### src/rtl/awb_pkg.sv
// Shared constants, state encoding and pixel payload for the auto-white-balance gain controller.
package awb_pkg;

    localparam int unsigned GAIN_W = 16;
    localparam int unsigned PIX_W  = 8;
    localparam int unsigned FRAC_W = 8;
    localparam int unsigned DIV_QW = 20;

    localparam logic [GAIN_W-1:0] GAIN_UNITY = 16'd256;

    typedef enum logic [2:0] {
        IDLE,
        DIV_R,
        DIV_B,
        CLAMP,
        APPLY,
        WAIT_VS
    } awb_state_t;

    typedef struct packed {
        logic [PIX_W-1:0] r;
        logic [PIX_W-1:0] g;
        logic [PIX_W-1:0] b;
    } rgb_pix_t;

    // Saturate a divider result into [gmin, gmax]; overflow or divide-by-zero pins to gmax.
    function automatic logic [GAIN_W-1:0] clamp_gain(
        input logic [DIV_QW-1:0] q,
        input logic              ovf,
        input logic [GAIN_W-1:0] gmin,
        input logic [GAIN_W-1:0] gmax
    );
        logic [GAIN_W-1:0] res;
        if (ovf || (q > DIV_QW'(gmax))) begin
            res = gmax;
        end else if (q < DIV_QW'(gmin)) begin
            res = gmin;
        end else begin
            res = GAIN_W'(q);
        end
        return res;
    endfunction

endpackage

### src/rtl/awb_div.sv
// Serial restoring divider: one quotient bit per cycle, DIV_QW cycles after start.
module awb_div
    import awb_pkg::*;
#(
    parameter int unsigned DVD_W = 34,
    parameter int unsigned DVS_W = 26
) (
    input  logic              clk,
    input  logic              reset_n,
    input  logic              start,
    input  logic [DVD_W-1:0]  dividend,
    input  logic [DVS_W-1:0]  divisor,
    output logic              done,
    output logic [DIV_QW-1:0] quotient,
    output logic              overflow
);

    localparam int unsigned ACC_W = DVS_W + DIV_QW;
    localparam int unsigned CNT_W = $clog2(DIV_QW);

    logic [ACC_W-1:0]  rem;
    logic [ACC_W-1:0]  dvs_sh;
    logic [DIV_QW-1:0] q_acc;
    logic [CNT_W-1:0]  cnt;
    logic              active;
    logic              ovf_acc;
    logic              ge_c;
    logic [ACC_W-1:0]  dvs_top_c;

    assign ge_c      = (rem >= dvs_sh);
    assign dvs_top_c = ACC_W'(divisor) << DIV_QW;

    // A start in the same cycle as the final iteration still publishes the finished result.
    always_ff @(posedge clk or negedge reset_n) begin
        if (!reset_n) begin
            rem      <= '0;
            dvs_sh   <= '0;
            q_acc    <= '0;
            cnt      <= '0;
            active   <= 1'b0;
            ovf_acc  <= 1'b0;
            done     <= 1'b0;
            quotient <= '0;
            overflow <= 1'b0;
        end else begin
            done <= 1'b0;
            if (active) begin
                if (ge_c) begin
                    rem <= rem - dvs_sh;
                end
                dvs_sh <= dvs_sh >> 1;
                q_acc  <= {q_acc[DIV_QW-2:0], ge_c};
                cnt    <= cnt - CNT_W'(1);
                if (cnt == '0) begin
                    active   <= 1'b0;
                    done     <= 1'b1;
                    quotient <= {q_acc[DIV_QW-2:0], ge_c};
                    overflow <= ovf_acc;
                end
            end
            if (start) begin
                rem     <= ACC_W'(dividend);
                dvs_sh  <= ACC_W'(divisor) << (DIV_QW - 1);
                q_acc   <= '0;
                cnt     <= CNT_W'(DIV_QW - 1);
                active  <= 1'b1;
                ovf_acc <= (divisor == '0) || (ACC_W'(dividend) >= dvs_top_c);
            end
        end
    end

endmodule

### src/rtl/awb_gain_ctrl.sv
// Frame-level gray-world white-balance controller; gains change only at frame boundaries.
module awb_gain_ctrl
    import awb_pkg::*;
#(
    parameter int unsigned       source_h = 512,
    parameter int unsigned       source_v = 512,
    parameter int unsigned       SUM_W    = 26,
    parameter logic [GAIN_W-1:0] GAIN_MAX = 16'd1023,
    parameter logic [GAIN_W-1:0] GAIN_MIN = 16'd64
) (
    input  logic              clk,
    input  logic              reset_n,
    input  logic              in_vsync,
    input  logic              in_hsync,
    input  logic              in_den,
    input  logic [PIX_W-1:0]  in_data_R,
    input  logic [PIX_W-1:0]  in_data_G,
    input  logic [PIX_W-1:0]  in_data_B,
    input  logic              awb_en,
    input  logic [GAIN_W-1:0] manual_gain_R,
    input  logic [GAIN_W-1:0] manual_gain_B,
    output logic [GAIN_W-1:0] gain_R,
    output logic [GAIN_W-1:0] gain_B,
    output logic              gain_valid,
    output logic              busy,
    output logic              stat_err
);

    localparam int unsigned NPIX   = source_h * source_v;
    localparam int unsigned CNT_W  = $clog2(NPIX + 1);
    localparam int unsigned DVD_W  = SUM_W + FRAC_W;
    localparam int unsigned SEQ_CW = $clog2(DIV_QW);

    logic              vs_q, vs_d, den_q, awb_en_q;
    rgb_pix_t          pix_q;
    logic [GAIN_W-1:0] man_r_q, man_b_q;

    logic [SUM_W-1:0]  sum_r, sum_g, sum_b;
    logic [SUM_W-1:0]  snap_g, snap_b;
    logic [CNT_W-1:0]  pix_cnt;
    logic              seen_fb;

    awb_state_t        state;
    logic [SEQ_CW-1:0] seq_cnt;
    logic [DIV_QW-1:0] q_r;
    logic              ovf_r;
    logic [GAIN_W-1:0] pend_r, pend_b;

    logic              fb_c, stats_ok_c, start_r_c, start_b_c;
    logic [DVD_W-1:0]  div_dividend_c;
    logic [SUM_W-1:0]  div_divisor_c;
    logic              div_done, div_overflow;
    logic [DIV_QW-1:0] div_quotient;
    logic              unused_c;

    assign unused_c = in_hsync;

    // Input retiming stage; every decision below works on the registered copies.
    always_ff @(posedge clk or negedge reset_n) begin
        if (!reset_n) begin
            vs_q     <= 1'b0;
            vs_d     <= 1'b0;
            den_q    <= 1'b0;
            awb_en_q <= 1'b0;
            pix_q    <= '0;
            man_r_q  <= '0;
            man_b_q  <= '0;
        end else begin
            vs_q     <= in_vsync;
            vs_d     <= vs_q;
            den_q    <= in_den;
            awb_en_q <= awb_en;
            pix_q    <= '{r: in_data_R, g: in_data_G, b: in_data_B};
            man_r_q  <= manual_gain_R;
            man_b_q  <= manual_gain_B;
        end
    end

    assign fb_c       = vs_q & ~vs_d;
    assign stats_ok_c = seen_fb & (pix_cnt == CNT_W'(NPIX));
    assign start_r_c  = fb_c & awb_en_q & stats_ok_c;
    assign start_b_c  = ~fb_c & (state == DIV_R) & (seq_cnt == SEQ_CW'(DIV_QW - 1));

    // The red division starts from the live sums at the boundary; blue uses the snapshot.
    assign div_dividend_c = DVD_W'(start_r_c ? sum_g : snap_g) << FRAC_W;
    assign div_divisor_c  = start_r_c ? sum_r : snap_b;

    always_ff @(posedge clk or negedge reset_n) begin
        if (!reset_n) begin
            sum_r   <= '0;
            sum_g   <= '0;
            sum_b   <= '0;
            pix_cnt <= '0;
        end else if (fb_c) begin
            sum_r   <= '0;
            sum_g   <= '0;
            sum_b   <= '0;
            pix_cnt <= '0;
        end else if (den_q && !vs_q) begin
            sum_r <= sum_r + SUM_W'(pix_q.r);
            sum_g <= sum_g + SUM_W'(pix_q.g);
            sum_b <= sum_b + SUM_W'(pix_q.b);
            if (pix_cnt != '1) begin
                pix_cnt <= pix_cnt + CNT_W'(1);
            end
        end
    end

    awb_div #(
        .DVD_W (DVD_W),
        .DVS_W (SUM_W)
    ) u_div (
        .clk      (clk),
        .reset_n  (reset_n),
        .start    (start_r_c | start_b_c),
        .dividend (div_dividend_c),
        .divisor  (div_divisor_c),
        .done     (div_done),
        .quotient (div_quotient),
        .overflow (div_overflow)
    );

    // Sequencer; a boundary always takes priority and aborts or restarts the running sequence.
    always_ff @(posedge clk or negedge reset_n) begin
        if (!reset_n) begin
            state      <= IDLE;
            seq_cnt    <= '0;
            seen_fb    <= 1'b0;
            snap_g     <= '0;
            snap_b     <= '0;
            q_r        <= '0;
            ovf_r      <= 1'b0;
            pend_r     <= '0;
            pend_b     <= '0;
            gain_R     <= GAIN_UNITY;
            gain_B     <= GAIN_UNITY;
            gain_valid <= 1'b0;
            busy       <= 1'b0;
            stat_err   <= 1'b0;
        end else begin
            gain_valid <= 1'b0;
            stat_err   <= 1'b0;
            if (fb_c) begin
                seen_fb  <= 1'b1;
                snap_g   <= sum_g;
                snap_b   <= sum_b;
                stat_err <= seen_fb && (pix_cnt != CNT_W'(NPIX));
                seq_cnt  <= '0;
                if (!awb_en_q) begin
                    gain_R     <= man_r_q;
                    gain_B     <= man_b_q;
                    gain_valid <= 1'b1;
                end else if ((state == WAIT_VS) || (state == APPLY)) begin
                    gain_R     <= pend_r;
                    gain_B     <= pend_b;
                    gain_valid <= 1'b1;
                end
                if (start_r_c) begin
                    state <= DIV_R;
                    busy  <= 1'b1;
                end else begin
                    state <= IDLE;
                    busy  <= 1'b0;
                end
            end else begin
                unique case (state)
                    IDLE: ;
                    DIV_R: begin
                        seq_cnt <= seq_cnt + SEQ_CW'(1);
                        if (seq_cnt == SEQ_CW'(DIV_QW - 1)) begin
                            seq_cnt <= '0;
                            state   <= DIV_B;
                        end
                    end
                    DIV_B: begin
                        if (div_done) begin
                            q_r   <= div_quotient;
                            ovf_r <= div_overflow;
                        end
                        seq_cnt <= seq_cnt + SEQ_CW'(1);
                        if (seq_cnt == SEQ_CW'(DIV_QW - 1)) begin
                            seq_cnt <= '0;
                            state   <= CLAMP;
                        end
                    end
                    CLAMP: begin
                        pend_r <= clamp_gain(q_r, ovf_r, GAIN_MIN, GAIN_MAX);
                        pend_b <= clamp_gain(div_quotient, div_overflow, GAIN_MIN, GAIN_MAX);
                        state  <= APPLY;
                    end
                    APPLY: begin
                        if (!awb_en_q) begin
                            state <= IDLE;
                            busy  <= 1'b0;
                        end else if (vs_q) begin
                            gain_R     <= pend_r;
                            gain_B     <= pend_b;
                            gain_valid <= 1'b1;
                            state      <= IDLE;
                            busy       <= 1'b0;
                        end else begin
                            state <= WAIT_VS;
                        end
                    end
                    WAIT_VS: begin
                        if (!awb_en_q) begin
                            state <= IDLE;
                            busy  <= 1'b0;
                        end
                    end
                    default: begin
                        state <= IDLE;
                        busy  <= 1'b0;
                    end
                endcase
            end
        end
    end

endmodule

### config.mk
export PLATFORM = sky130hd
export DESIGN_NAME = awb_gain_ctrl
export DESIGN_NICKNAME = d
export VERILOG_FILES = /design/src/rtl/awb_pkg.sv /design/src/rtl/awb_div.sv /design/src/rtl/awb_gain_ctrl.sv
export SDC_FILE = /design/constraint.sdc
export NUM_CORES = 1
export LEC_CHECK = 0
export CAP_MARGIN = 20
export CORE_MARGIN = 2
export CORE_UTILIZATION = 60
export DETAILED_ROUTE_END_ITERATION = 8
export PLACE_DENSITY = 0.79
export SLEW_MARGIN = 15
export SYNTH_ARGS = -nofsm -noshare
export SYNTH_HDL_FRONTEND = slang
export SYNTH_HIERARCHICAL = 1
export SYNTH_SLANG_ARGS = --single-unit
### constraint.sdc
create_clock -name clk -period 7.43 [get_ports clk]
set_clock_uncertainty 0.15 [all_clocks]
set_input_delay 1.1145 -clock clk [delete_from_list [all_inputs] [get_ports clk]]
set_output_delay 1.1145 -clock clk [all_outputs]
set_load 0.05 [all_outputs]
==> run_summary.xml, run 1 <==
<?xml version="1.0" encoding="UTF-8"?>
<metrics>
  <group name="placement">
    <metric name="buffer_ports.inserted" unit="">95</metric>
    <metric name="post-dp-hpwl" unit="mm">34.72</metric>
    <metric name="globalplace.congestion" unit="">0.8811</metric>
    <metric name="dp_cells" unit="">2910</metric>
  </group>
  <group name="sta">
    <metric name="finalCriticalPeriod" unit="ps">5080</metric>
    <metric name="timing.setup.tns" unit="ps">0</metric>
    <metric name="finalHoldViolations" unit="">0</metric>
    <metric name="slew_of_the_pin_with_the_lowest_slew_margin" unit="ps">1052</metric>
    <metric name="slew_headroom" unit="%">29.37</metric>
    <metric name="final.period_utilization" unit="%">68.37</metric>
    <metric name="max_freq" unit="GHz">0.1968</metric>
    <metric name="grt_setup_unrepaired" unit="">false</metric>
    <metric name="timing.final.max_slew_violations" unit="">0</metric>
    <metric name="setup_violations" unit="">0</metric>
  </group>
  <group name="cells_and_area">
    <metric name="final_net_count" unit="">2603</metric>
    <metric name="drive_gt1_share" unit="%">5.994</metric>
    <metric name="fin_util" unit="%">68.56</metric>
    <metric name="signed_area_change_from_the_synthesized_netlist_to_the_final_layout" unit="%">12.59</metric>
    <metric name="antennaDiodeCount" unit="">0</metric>
    <metric name="layout.cells.non_filler" unit="">2997</metric>
  </group>
  <group name="power_and_ir_drop">
    <metric name="p_switching" unit="mW">2.015</metric>
    <metric name="vdd_ir_drop_max" unit="mV">0.2172</metric>
    <metric name="power.share.combinational" unit="%">20.4</metric>
    <metric name="pwr_density_cell" unit="nW/µm²">255.9</metric>
    <metric name="swShare" unit="%">30.50</metric>
    <metric name="power.share.sequential" unit="%">43.5</metric>
    <metric name="cellInternalPower" unit="mW">4.592</metric>
    <metric name="clockPowerShare" unit="%">36.0</metric>
    <metric name="power.leakage" unit="nW">12.03</metric>
  </group>
  <group name="synthesis">
    <metric name="synth_warnings" unit="">6</metric>
    <metric name="synthTopCellsByCount" unit="">443 x dfrtp_1, 400 x nand2_1, 194 x nor2_1, 167 x a21oi_1, 137 x o21ai_0</metric>
    <metric name="syn_area" unit="µm²">22930</metric>
    <metric name="ys.flop_type" unit="">dfrtp_1</metric>
    <metric name="synth_top_area_share" unit="%">48.34</metric>
    <metric name="synth.mux.area_fraction" unit="%">8.822</metric>
    <metric name="count_of_flip_flops_with_a_built_in_enable_after_synthesis" unit="">0</metric>
    <metric name="postSynthAreaPerCell" unit="µm²">9.580</metric>
    <metric name="yosys.area_share.xor_xnor" unit="%">2.826</metric>
    <metric name="synth-compound-area-share" unit="%">13.12</metric>
    <metric name="yosysMostFrequentCell" unit="">dfrtp_1</metric>
    <metric name="synthCells" unit="">2394</metric>
    <metric name="synth_largest_area_cell" unit="">dfrtp_1</metric>
    <metric name="netlist_top_cells_area" unit="">dfrtp_1 48%, nand2_1 6.5%, mux2i_1 5.2%</metric>
    <metric name="largest_family_of_logic_cells_by_synthesized_area" unit="">simple AND/OR/NAND/NOR gates</metric>
    <metric name="postSynth.asyncResetShare" unit="%">100.0</metric>
    <metric name="seq_area_frac_synth" unit="%">48.57</metric>
    <metric name="synth_simple_gate_area_share" unit="%">17.43</metric>
    <metric name="synth-adder-area-share" unit="%">5.150</metric>
    <metric name="yosysUniqueCellTypes" unit="">85</metric>
    <metric name="total_of_flip_flops_plus_latches_after_synthesis" unit="">445</metric>
  </group>
  <group name="outcome">
    <metric name="outcome" unit="">finished clean</metric>
  </group>
  <group name="setup_path">
    <metric name="critical_path.reg2reg.startpoint" unit="">pix_cnt[0]</metric>
    <metric name="cp_data_arrival_time" unit="ps">5370</metric>
    <metric name="timing.critical_path.from_type" unit="">flip-flop</metric>
    <metric name="r2r.worst_path.cells" unit="">18</metric>
    <metric name="worst-endpoint-required" unit="ps">7720</metric>
    <metric name="crit_end" unit="">u_div/ovf_acc</metric>
    <metric name="timing.critical_path.cells" unit="">inv_1 &gt; ha_1 &gt; or4b_1 &gt; nor3_1 &gt; and4_1 &gt; and4_2 &gt; buf_4 &gt; mux2_1 &gt; ha_1 &gt; nor2b_1 &gt; o21a_1 &gt; o21a_1 &gt; o21ai_0 &gt; nand2b_1 &gt; a21oi_1 &gt; o21ai_0 &gt; a2111oi_0 &gt; o21ai_0</metric>
    <metric name="crit_path_end_kind" unit="">flip-flop</metric>
    <metric name="worst_path_max_delay_cell" unit="">a2111oi_0</metric>
    <metric name="critPathMaxFanout" unit="">26</metric>
    <metric name="max_stage_delay" unit="ps">500</metric>
    <metric name="crit_start" unit="">pix_cnt[0]</metric>
    <metric name="reg2reg_to" unit="">u_div/ovf_acc</metric>
    <metric name="category_of_the_critical_setup_timing_path" unit="">reg -&gt; reg</metric>
    <metric name="reg2reg_setup_slack" unit="ps">2350</metric>
    <metric name="crit_top_cell" unit="">o21ai_0</metric>
  </group>
  <group name="die">
    <metric name="floorplan.initialDensity" unit="%">60.89</metric>
    <metric name="num_ports" unit="">97</metric>
    <metric name="floorplan.rows" unit="">71</metric>
    <metric name="chipWidth" unit="µm">199.5</metric>
    <metric name="die_h" unit="µm">199.5</metric>
    <metric name="die-area" unit="µm²">39800</metric>
    <metric name="fp.coreArea" unit="µm²">37670</metric>
  </group>
  <group name="detailed_routing">
    <metric name="avgRoutedWirePerCell" unit="µm">17.22</metric>
    <metric name="count_of_routing_violations_after_the_opening_detailed_route_iteration" unit="">1387</metric>
    <metric name="detailed_route_via_count" unit="">17620</metric>
    <metric name="route.antenna.remaining_nets" unit="">0</metric>
    <metric name="drtPass1Iterations" unit="">5</metric>
    <metric name="vias_per_cell" unit="">5.879</metric>
    <metric name="drt_drc_violations_left" unit="">0</metric>
    <metric name="total_wire_length_after_detailed_routing" unit="mm">51.60</metric>
  </group>
  <group name="min_path">
    <metric name="holdPathStages" unit="">2</metric>
    <metric name="timing.hold.worst.class" unit="">reg -&gt; reg</metric>
    <metric name="timing.hold.worst.start" unit="">snap_g[4]</metric>
  </group>
  <group name="global_route">
    <metric name="grt_max_degree" unit="">179</metric>
    <metric name="grt_use_met2" unit="%">43.35</metric>
    <metric name="grt_overflow_total" unit="">0</metric>
    <metric name="first_global_vias" unit="">17350</metric>
    <metric name="grt_pass1_wl" unit="mm">86.46</metric>
    <metric name="grt.met3_usage" unit="%">3.342</metric>
    <metric name="grt_antenna_before_repair" unit="">0</metric>
    <metric name="met1_usage" unit="%">37.32</metric>
    <metric name="grtUsageTotal" unit="%">26.61</metric>
    <metric name="global_route_hottest_layer" unit="">met2</metric>
  </group>
  <group name="clocking">
    <metric name="cts.sink_count" unit="">445</metric>
    <metric name="clk_root_buffer_cell" unit="">clkbuf_16</metric>
    <metric name="clock_tree.buffer_depth" unit="">3</metric>
    <metric name="post_cts_buffers" unit="">0</metric>
    <metric name="post_cts_resized" unit="">0</metric>
    <metric name="clk_pin_slew" unit="ps">60</metric>
    <metric name="tritoncts" unit="">built</metric>
    <metric name="worst_skew_pair.late_latency" unit="ps">590</metric>
    <metric name="h-tree-depth" unit="">2</metric>
    <metric name="cts.hold.buffers_added" unit="">0</metric>
    <metric name="total_cts_buffers" unit="">47</metric>
  </group>
  <group name="run">
    <metric name="maxCapViolCount" unit="">0</metric>
  </group>
</metrics>
state kept, by name (all words and copies together) (netlist names), 3 cells and up:
signal          cells
u_div/rem          46
u_div/dvs_sh       45
snap_b             26
snap_g             26
sum_b              26
sum_g              26
sum_r              26
pix_q              24
q_r                20
u_div/quotient     20
pix_cnt            19
u_div/q_acc        19
gain_B             16
gain_R             16
man_b_q            16
man_r_q            16
pend_b             16
pend_r             16
seq_cnt             5
u_div/cnt           5
state               3
per-layer routing:
layer | wire [µm] | part of all wire (%)
met1 | 23280 | 45
met2 | 24790 | 48
met3 | 2292 | 4.4
met4 | 1225 | 2.4
met5 | 0 | 0
metrics by stage:
stage / area [µm²] / worst slack (ps) / hold WS (ps) / power, mW
after floorplan: 22990 / 3361 / 288.0 / 3.775
after global placement: 24230 / 2529 / 300.7 / 4.182
after detailed placement: 24230 / 2444 / 305.3 / 4.245
after CTS: 25800 / 2376 / 319.6 / 6.641
after global routing: 25820 / 1989 / 348.9 / 6.907
final: 25820 / 2350 / 317.0 / 6.607
layout make-up:
class,count,area (µm²)
Timing Repair Buffer,113,1129
Sequential cell,445,11140
Clock buffer,73,1415
Fill cell,2904,11840
Clock inverter,13,155.1
Tap cell,511,639.4
Inverter,103,386.6
Multi-Input combinational cell,1739,10960
power groups by stage:
| stage | clock (mW) | sequential, mW | combinational (mW) |
|---|---|---|---|
| floorplan | 0 | 3.13 | 0.646 |
| global placement | 0 | 2.90 | 1.28 |
| detailed placement | 0 | 2.91 | 1.33 |
| CTS | 2.42 | 2.87 | 1.35 |
| global route | 2.52 | 2.91 | 1.48 |
| finish | 2.38 | 2.88 | 1.35 |
cell families (layout without fill, tap and decap cells):
logic type      Yosys count  in the layout
simple gates            873            873
flops                   445            445
buf+inv                 225            302
mux                     193            193
other cells               1             16
fa+ha+maj                92             92
compound gates          491            491
xor+xnor                 74             74
worst min-delay path by stage:
stage,endpoint,slack (ps)
4_1_cts,snap_g[4],320
2_1_floorplan,u_div/quotient[19],290
3_3_place_gp,snap_g[22],300
6_report,snap_g[4],320
3_5_place_dp,snap_g[4],310
5_1_grt,snap_g[18],350
critical path: cells and delay by family (launching register included):
| family | cells | cell delay (ps) |
|---|---|---|
| AND/OR/NAND/NOR | 6 | 1550 |
| AO/OA/AOI/OAI | 7 | 1400 |
| buffers and inverters | 2 | 530 |
| adder cells (fa/ha/maj) | 2 | 480 |
| flip-flops | 1 | 430 |
| multiplexers | 1 | 410 |
cells in the final DEF (no fill, tap or decap), drive strengths merged, types with 10 or more instances in the layout:
master,count
mux2,73
or4,12
nor2b,15
nand4,36
inv,104
nand3,60
o21ai,149
nor2,196
ha,88
and2,20
clkdlybuf4s50,94
buf,19
o211ai,18
nor3,26
xor2,36
and4,12
o31ai,26
xnor2,38
a21o,28
clkbuf,73
conb,16
a211oi,15
and3,18
nand2b,21
mux2i,120
dfrtp,443
nor4,23
nand2,401
o21a,10
a21oi,172
(Power assumes the default switching activity.)
==> run 2, diff against run 1 <==
--- a/config.mk
+++ b/config.mk
@@ -7,9 +7,9 @@
 export LEC_CHECK = 0
 export CAP_MARGIN = 20
 export CORE_MARGIN = 2
-export CORE_UTILIZATION = 60
+export CORE_UTILIZATION = 55
 export DETAILED_ROUTE_END_ITERATION = 8
-export PLACE_DENSITY = 0.79
+export PLACE_DENSITY = 0.76
 export SLEW_MARGIN = 15
 export SYNTH_ARGS = -nofsm -noshare
 export SYNTH_HDL_FRONTEND = slang
==> constraint.sdc (replaced) <==
create_clock -name clk -period 4.3 [get_ports clk]
set_clock_uncertainty 0.15 [all_clocks]
set_input_delay 0.645 -clock clk [delete_from_list [all_inputs] [get_ports clk]]
set_output_delay 0.645 -clock clk [all_outputs]
set_load 0.05 [all_outputs]
==> run 2 against run 1 <==
Effect of this change: fmax is 25% higher; register-to-register slack worse by 2100 ps; count of clock-buffer cells in the layout is 10 lower; sequential power is 73% higher; power increased by 78%; largest power group unchanged; highest routed layer is now met5.
==> run_summary.xml, run 2 (synthesis results as in run 1) <==
<?xml version="1.0" encoding="UTF-8"?>
<metrics>
  <group name="detailed_routing">
    <metric name="detailed_route_via_count" unit="">17650</metric>
    <metric name="route.antenna.remaining_nets" unit="">0</metric>
    <metric name="total_wire_length_after_detailed_routing" unit="mm">52.48</metric>
    <metric name="avgRoutedWirePerCell" unit="µm">17.26</metric>
    <metric name="drt_drc_violations_left" unit="">0</metric>
    <metric name="count_of_routing_violations_after_the_opening_detailed_route_iteration" unit="">1581</metric>
    <metric name="drtPass1Iterations" unit="">5</metric>
    <metric name="vias_per_cell" unit="">5.805</metric>
  </group>
  <group name="clocking">
    <metric name="clock_tree.buffer_depth" unit="">3</metric>
    <metric name="clk_root_buffer_cell" unit="">clkbuf_16</metric>
    <metric name="clk_pin_slew" unit="ps">60</metric>
    <metric name="cts.sink_count" unit="">445</metric>
    <metric name="post_cts_buffers" unit="">0</metric>
    <metric name="total_cts_buffers" unit="">47</metric>
    <metric name="h-tree-depth" unit="">2</metric>
    <metric name="worst_skew_pair.late_latency" unit="ps">590</metric>
    <metric name="tritoncts" unit="">built</metric>
  </group>
  <group name="setup_path">
    <metric name="max_stage_delay" unit="ps">450</metric>
    <metric name="worst_path_max_delay_cell" unit="">or4b_1</metric>
    <metric name="critical_path.reg2reg.startpoint" unit="">pix_cnt[1]</metric>
    <metric name="timing.critical_path.cells" unit="">inv_1 &gt; ha_1 &gt; or4b_1 &gt; nor3_2 &gt; and4_1 &gt; and4_4 &gt; mux2_2 &gt; ha_1 &gt; nor2b_1 &gt; o21a_1 &gt; o21a_1 &gt; o21ai_1 &gt; nand2b_1 &gt; a21oi_1 &gt; o21ai_0 &gt; a2111oi_1 &gt; o21ai_1</metric>
    <metric name="cp_data_arrival_time" unit="ps">4390</metric>
    <metric name="cp.buffers_inverters" unit="">1</metric>
    <metric name="crit_path_end_kind" unit="">flip-flop</metric>
    <metric name="cp_top_family" unit="">simple AND/OR/NAND/NOR gates</metric>
    <metric name="timing.critical_path.from_type" unit="">flip-flop</metric>
    <metric name="category_of_the_critical_setup_timing_path" unit="">reg -&gt; reg</metric>
    <metric name="crit_start" unit="">pix_cnt[1]</metric>
    <metric name="worst-endpoint-required" unit="ps">4620</metric>
    <metric name="critPathMaxFanout" unit="">5</metric>
  </group>
  <group name="cells_and_area">
    <metric name="antennaDiodeCount" unit="">0</metric>
    <metric name="final_net_count" unit="">2624</metric>
    <metric name="signed_area_change_from_the_synthesized_netlist_to_the_final_layout" unit="%">14.21</metric>
    <metric name="fillers" unit="">3261</metric>
    <metric name="final_area" unit="µm²">26190</metric>
    <metric name="layout.cells.most_common_list" unit="">442 x dfrtp_1, 400 x nand2_1, 193 x nor2_1</metric>
    <metric name="largest_register_ffs" unit="">46</metric>
    <metric name="drive_gt1_share" unit="%">7.214</metric>
    <metric name="reg.largest.list" unit="">u_div/rem (46), u_div/dvs_sh (45)</metric>
    <metric name="registers.top_by_ff_count" unit="">u_div/rem</metric>
    <metric name="layout.cells.most_common" unit="">dfrtp_1</metric>
  </group>
  <group name="power_and_ir_drop">
    <metric name="vdd_ir_drop_max" unit="mV">0.3595</metric>
    <metric name="power.leakage" unit="nW">12.21</metric>
    <metric name="pwr_density_cell" unit="nW/µm²">448.6</metric>
  </group>
  <group name="sta">
    <metric name="slew_headroom" unit="%">27.68</metric>
    <metric name="finalHoldViolations" unit="">0</metric>
    <metric name="timing.final.max_slew_violations" unit="">0</metric>
    <metric name="fin_ws" unit="ps">233.0</metric>
    <metric name="finalCriticalPeriod" unit="ps">4067</metric>
    <metric name="final.period_utilization" unit="%">94.58</metric>
    <metric name="timing.setup.tns" unit="ps">0</metric>
    <metric name="setup_violations" unit="">0</metric>
    <metric name="grt_setup_unrepaired" unit="">false</metric>
    <metric name="slew_of_the_pin_with_the_lowest_slew_margin" unit="ps">1084</metric>
    <metric name="max_freq" unit="GHz">0.2459</metric>
  </group>
  <group name="die">
    <metric name="die-area" unit="µm²">43350</metric>
    <metric name="die_h" unit="µm">208.2</metric>
    <metric name="fp.coreArea" unit="µm²">41020</metric>
    <metric name="chipWidth" unit="µm">208.2</metric>
    <metric name="floorplan.rows" unit="">74</metric>
    <metric name="floorplan.initialDensity" unit="%">55.91</metric>
    <metric name="num_ports" unit="">97</metric>
  </group>
  <group name="global_route">
    <metric name="grt_pass1_wl" unit="mm">87.97</metric>
    <metric name="first_global_vias" unit="">17490</metric>
    <metric name="grt_max_degree" unit="">156</metric>
    <metric name="grt_overflow_total" unit="">0</metric>
    <metric name="grtUsageTotal" unit="%">24.39</metric>
    <metric name="grt_antenna_before_repair" unit="">1</metric>
  </group>
  <group name="placement">
    <metric name="globalplace.congestion" unit="">0.9182</metric>
    <metric name="post-dp-hpwl" unit="mm">35.74</metric>
    <metric name="preCtsSetupSlack" unit="ps">23.08</metric>
    <metric name="postPlaceCellArea" unit="µm²">24440</metric>
    <metric name="buffer_ports.inserted" unit="">95</metric>
  </group>
  <group name="min_path">
    <metric name="timing.hold.worst.class" unit="">reg -&gt; reg</metric>
    <metric name="timing.hold.worst.start" unit="">snap_g[18]</metric>
  </group>
  <group name="run">
    <metric name="maxCapViolCount" unit="">0</metric>
  </group>
  <group name="outcome">
    <metric name="outcome" unit="">finished clean</metric>
  </group>
</metrics>
## run 2: changes by cell type in the layout (fill, tap and decap cells not counted), sizes merged
cell / previous run / this run
clkbuf: 73 / 64
dlygate4sd3: 0 / 1
inv: 104 / 105
clkinvlp: 0 / 3
clkinv: 9 / 12
bufinv: 3 / 8
buf: 19 / 38
## run 2: power breakdown
group	internal [mW]	total (mW)	switching [mW]	leakage [nW]
clock	2.71	4.44	1.73	0.842
sequential	4.63	4.97	0.346	5.84
combinational	0.887	2.34	1.45	5.53
## run 2: worst paths after layout
path | endpoint | slack (ps) | depth (start not counted)
min in group asynchronous | u_div/rem[13] | 500 | 2
max in group asynchronous | gain_B[8] | 2490 | 3
min | snap_g[18] | 320 | 2
min reg2reg | snap_g[18] | 320 | 2
max reg2reg | u_div/ovf_acc | 230 | 17
max | u_div/ovf_acc | 230 | 17
## run 2: cell type report
type,instances,area (µm²),area share (%)
tap,532,665.6,2.541
inverter,103,386.6,1.476
clock inverter,25,355.3,1.357
timing repair buffer,134,1324,5.054
clock buffer,63,1358,5.183
multi-input combinational,1739,10960,41.85
sequential,445,11140,42.54
## run 2: layer usage
| metal | vias to the layer above | share of wire (%) | GRT usage, % |
|---|---|---|---|
| li1 | 8466 | - | - |
| met1 | 8699 | 46 | 33.60 |
| met2 | 406 | 48 | 40.75 |
| met3 | 80 | 4.2 | 2.868 |
| met4 | 2 | 2.1 | 7.467 |
| met5 | - | 0.021 | 0 |
## run 2: tightest hold or removal path, cell delays in order, from the launching register on
cell,delay (ps)
dfrtp_1,340
nand2_1,50
nand2_1,50
## run 2: stage by stage
step	instances	hold slack [ps]	util [%]	total power, mW
floorplan	2409	199.4	-	6.523
global placement	2950	301.9	59.58	7.269
detailed placement	2950	304.7	59.58	7.358
CTS	3039	316.6	63.79	11.83
global route	3041	334.4	63.86	12.26
finish	3041	320.7	63.86	11.75
## run 2: what timing repair did
item | in CTS | in global routing
setup endpoints to repair | 1 | 1
hold endpoints to repair | 67 | 0
resized for setup | 1 | 5
hold buffers | 1 | 0
pin swaps | 0 | 3
==> run 3, diff against run 2 <==
--- a/config.mk
+++ b/config.mk
@@ -5,11 +5,13 @@
 export SDC_FILE = /design/constraint.sdc
 export NUM_CORES = 1
 export LEC_CHECK = 0
-export CAP_MARGIN = 20
+export CAP_MARGIN = 40
 export CORE_MARGIN = 2
 export CORE_UTILIZATION = 55
+export CTS_CLUSTER_DIAMETER = 120
 export DETAILED_ROUTE_END_ITERATION = 8
 export PLACE_DENSITY = 0.76
+export RECOVER_POWER = 50
 export SLEW_MARGIN = 15
 export SYNTH_ARGS = -nofsm -noshare
 export SYNTH_HDL_FRONTEND = slang
==> run 3 against run 2 <==
Effect of this change: the flow now finishes with violations (capacitance limit, slew limit); worst hold slack improved by 0.68 ps; die area unchanged; clock power down 5.0%; sequential share of layout area up 0.17 points; count of clock-buffer cells in the layout unchanged; largest power group unchanged.
==> run_summary.xml, run 3 (synthesis results as in run 1) <==
<?xml version="1.0" encoding="UTF-8"?>
<metrics>
  <group name="power_and_ir_drop">
    <metric name="power.share.combinational" unit="%">20.2</metric>
    <metric name="swShare" unit="%">30.82</metric>
    <metric name="total_power" unit="mW">11.52</metric>
    <metric name="power.share.sequential" unit="%">43.2</metric>
    <metric name="clockPowerShare" unit="%">36.6</metric>
    <metric name="p_switching" unit="mW">3.550</metric>
    <metric name="pwr_density_cell" unit="nW/µm²">441.5</metric>
    <metric name="cellInternalPower" unit="mW">7.968</metric>
    <metric name="power.leakage" unit="nW">12.17</metric>
    <metric name="vdd_ir_drop_max" unit="mV">0.3790</metric>
  </group>
  <group name="die">
    <metric name="chipWidth" unit="µm">208.2</metric>
    <metric name="die-area" unit="µm²">43350</metric>
    <metric name="num_ports" unit="">97</metric>
    <metric name="fp.coreArea" unit="µm²">41020</metric>
    <metric name="floorplan.rows" unit="">74</metric>
    <metric name="die_h" unit="µm">208.2</metric>
    <metric name="floorplan.initialDensity" unit="%">55.91</metric>
  </group>
  <group name="detailed_routing">
    <metric name="drtPass1Iterations" unit="">6</metric>
    <metric name="avgRoutedWirePerCell" unit="µm">17.12</metric>
    <metric name="count_of_routing_violations_after_the_opening_detailed_route_iteration" unit="">1332</metric>
    <metric name="vias_per_cell" unit="">5.808</metric>
    <metric name="route.antenna.remaining_nets" unit="">0</metric>
    <metric name="detailed_route_via_count" unit="">17690</metric>
    <metric name="total_wire_length_after_detailed_routing" unit="mm">52.12</metric>
    <metric name="drt_drc_violations_left" unit="">0</metric>
  </group>
  <group name="global_route">
    <metric name="grt_overflow_total" unit="">0</metric>
    <metric name="first_global_vias" unit="">17600</metric>
    <metric name="grt_antenna_before_repair" unit="">0</metric>
    <metric name="grt_max_degree" unit="">156</metric>
    <metric name="grt_pass1_wl" unit="mm">87.55</metric>
    <metric name="grtUsageTotal" unit="%">24.30</metric>
  </group>
  <group name="placement">
    <metric name="post-dp-hpwl" unit="mm">35.91</metric>
    <metric name="postPlaceCellArea" unit="µm²">24530</metric>
    <metric name="globalplace.congestion" unit="">0.9182</metric>
    <metric name="buffer_ports.inserted" unit="">95</metric>
  </group>
  <group name="sta">
    <metric name="final.period_utilization" unit="%">95.36</metric>
    <metric name="max_freq" unit="GHz">0.2439</metric>
    <metric name="finalHoldViolations" unit="">0</metric>
    <metric name="slew_headroom" unit="%">-38.16</metric>
    <metric name="grt_setup_unrepaired" unit="">false</metric>
    <metric name="timing.final.max_slew_violations" unit="">235</metric>
    <metric name="slew_of_the_pin_with_the_lowest_slew_margin" unit="ps">2072</metric>
    <metric name="setup_violations" unit="">0</metric>
    <metric name="worst_hold_slack" unit="ps">321.3</metric>
    <metric name="finalCriticalPeriod" unit="ps">4100</metric>
    <metric name="timing.setup.tns" unit="ps">0</metric>
  </group>
  <group name="setup_path">
    <metric name="crit_path_end_kind" unit="">flip-flop</metric>
    <metric name="cp_data_arrival_time" unit="ps">4410</metric>
    <metric name="critical_path.reg2reg.startpoint" unit="">pix_cnt[1]</metric>
    <metric name="r2r.worst_path.cells" unit="">17</metric>
    <metric name="worst-endpoint-required" unit="ps">4610</metric>
    <metric name="reg2reg_to" unit="">u_div/ovf_acc</metric>
    <metric name="critPathMaxFanout" unit="">5</metric>
    <metric name="timing.critical_path.from_type" unit="">flip-flop</metric>
    <metric name="category_of_the_critical_setup_timing_path" unit="">reg -&gt; reg</metric>
    <metric name="reg2reg_setup_slack" unit="ps">200</metric>
  </group>
  <group name="cells_and_area">
    <metric name="drive_gt1_share" unit="%">7.123</metric>
    <metric name="final_net_count" unit="">2630</metric>
    <metric name="largest_register_ffs" unit="">46</metric>
    <metric name="signed_area_change_from_the_synthesized_netlist_to_the_final_layout" unit="%">13.76</metric>
    <metric name="layout.cells.most_common_list" unit="">442 x dfrtp_1, 400 x nand2_1, 193 x nor2_1</metric>
    <metric name="final_area" unit="µm²">26090</metric>
    <metric name="layout.cells.most_common" unit="">dfrtp_1</metric>
    <metric name="antennaDiodeCount" unit="">0</metric>
    <metric name="registers.top_by_ff_count" unit="">u_div/rem</metric>
    <metric name="reg.largest.list" unit="">u_div/rem (46), u_div/dvs_sh (45)</metric>
  </group>
  <group name="clocking">
    <metric name="cts.sink_count" unit="">445</metric>
    <metric name="worst_skew_pair.late_latency" unit="ps">600</metric>
    <metric name="clk_pin_slew" unit="ps">60</metric>
    <metric name="clk_root_buffer_cell" unit="">clkbuf_16</metric>
    <metric name="tritoncts" unit="">built</metric>
    <metric name="clock_tree.buffer_depth" unit="">3</metric>
    <metric name="total_cts_buffers" unit="">48</metric>
    <metric name="h-tree-depth" unit="">2</metric>
  </group>
  <group name="outcome">
    <metric name="violated_checks" unit="">capacitance limit, slew limit</metric>
    <metric name="outcome" unit="">complete, but fails checks</metric>
  </group>
  <group name="min_path">
    <metric name="timing.hold.worst.start" unit="">snap_g[5]</metric>
    <metric name="timing.hold.worst.class" unit="">reg -&gt; reg</metric>
    <metric name="worstHoldEndpoint" unit="">snap_g[5]</metric>
    <metric name="holdPathStages" unit="">2</metric>
  </group>
  <group name="run">
    <metric name="maxCapViolCount" unit="">3</metric>
  </group>
</metrics>
-- run 3: changes by cell type in the layout (fill, tap and decap cells not counted), sizes merged --
| cell | change |
|---|---|
| dlygate4sd3 | +59 |
| clkbuf | +6 |
| buf | -1 |
| bufinv | -4 |
| clkinvlp | +2 |
| clkdlybuf4s50 | -59 |
| inv | +1 |
-- run 3: worst max-delay path by stage --
| stage | startpoint | end | slack, ps |
|---|---|---|---|
| 6_report | pix_cnt[1] | u_div/ovf_acc | 200 |
| 4_1_cts | pix_cnt[0] | u_div/ovf_acc | 1 |
| 3_3_place_gp | pix_cnt[0] | u_div/ovf_acc | 20 |
| 2_1_floorplan | pix_cnt[0] | u_div/ovf_acc | 230 |
| 3_5_place_dp | pix_cnt[0] | u_div/ovf_acc | 20 |
| 5_1_grt | pix_cnt[0] | u_div/ovf_acc | 4 |
-- run 3: repair_timing --
action,CTS,global route
endpoints found under the setup margin,0,1
buffers inserted,0,0
hold buffers,1,0
hold endpoints to repair,67,0
gates resized for setup,0,6
-- run 3: routing by layer --
metal / global-route usage (%) / part of all wire (%)
met5: 0 / 0
met4: 7.244 / 1.9
met3: 3.049 / 4.6
met2: 40.55 / 48
met1: 33.47 / 45
-- run 3: worst max-delay path, cell delays in order (launching register included) --
cell and delay (ps):
dfrtp_1 380, inv_1 80, ha_1 140, or4b_1 450
nor3_2 120, and4_1 220, and4_4 290, mux2_2 370
ha_1 330, nor2b_1 150, o21a_1 170, o21a_1 170
o21ai_1 110, nand2b_1 70, a21oi_1 150, o21ai_0 100
a2111oi_1 420, o21ai_1 120
-- run 3: power groups by stage --
stage          logic, mW  clock network, mW  registers [mW]
6_report            2.32               4.22            4.98
5_1_grt             2.54               4.46            5.03
4_1_cts             2.35               4.30            4.97
3_5_place_dp        2.32                  0            5.04
3_3_place_gp        2.24                  0            5.03
2_1_floorplan       1.12                  0            5.41
-- run 3: area by class of cell --
type                       instances  area (µm²)
clock buffer                      63        1348
clock inverter                    24       277.8
fill                            3301       14930
timing repair buffer             139        1324
tap                              532       665.6
inverter                         103       386.6
multi-input combinational       1739       10950
sequential                       445       11140
-- run 3: metrics by stage --
stage	utilization [%]	std cells	setup WS (ps)
floorplan	-	2409	230.9
global route	63.61	3045	4.011
global placement	59.58	2950	22.12
CTS	63.79	3045	1.362
finish	63.61	3045	199.6
detailed placement	59.81	2957	15.23
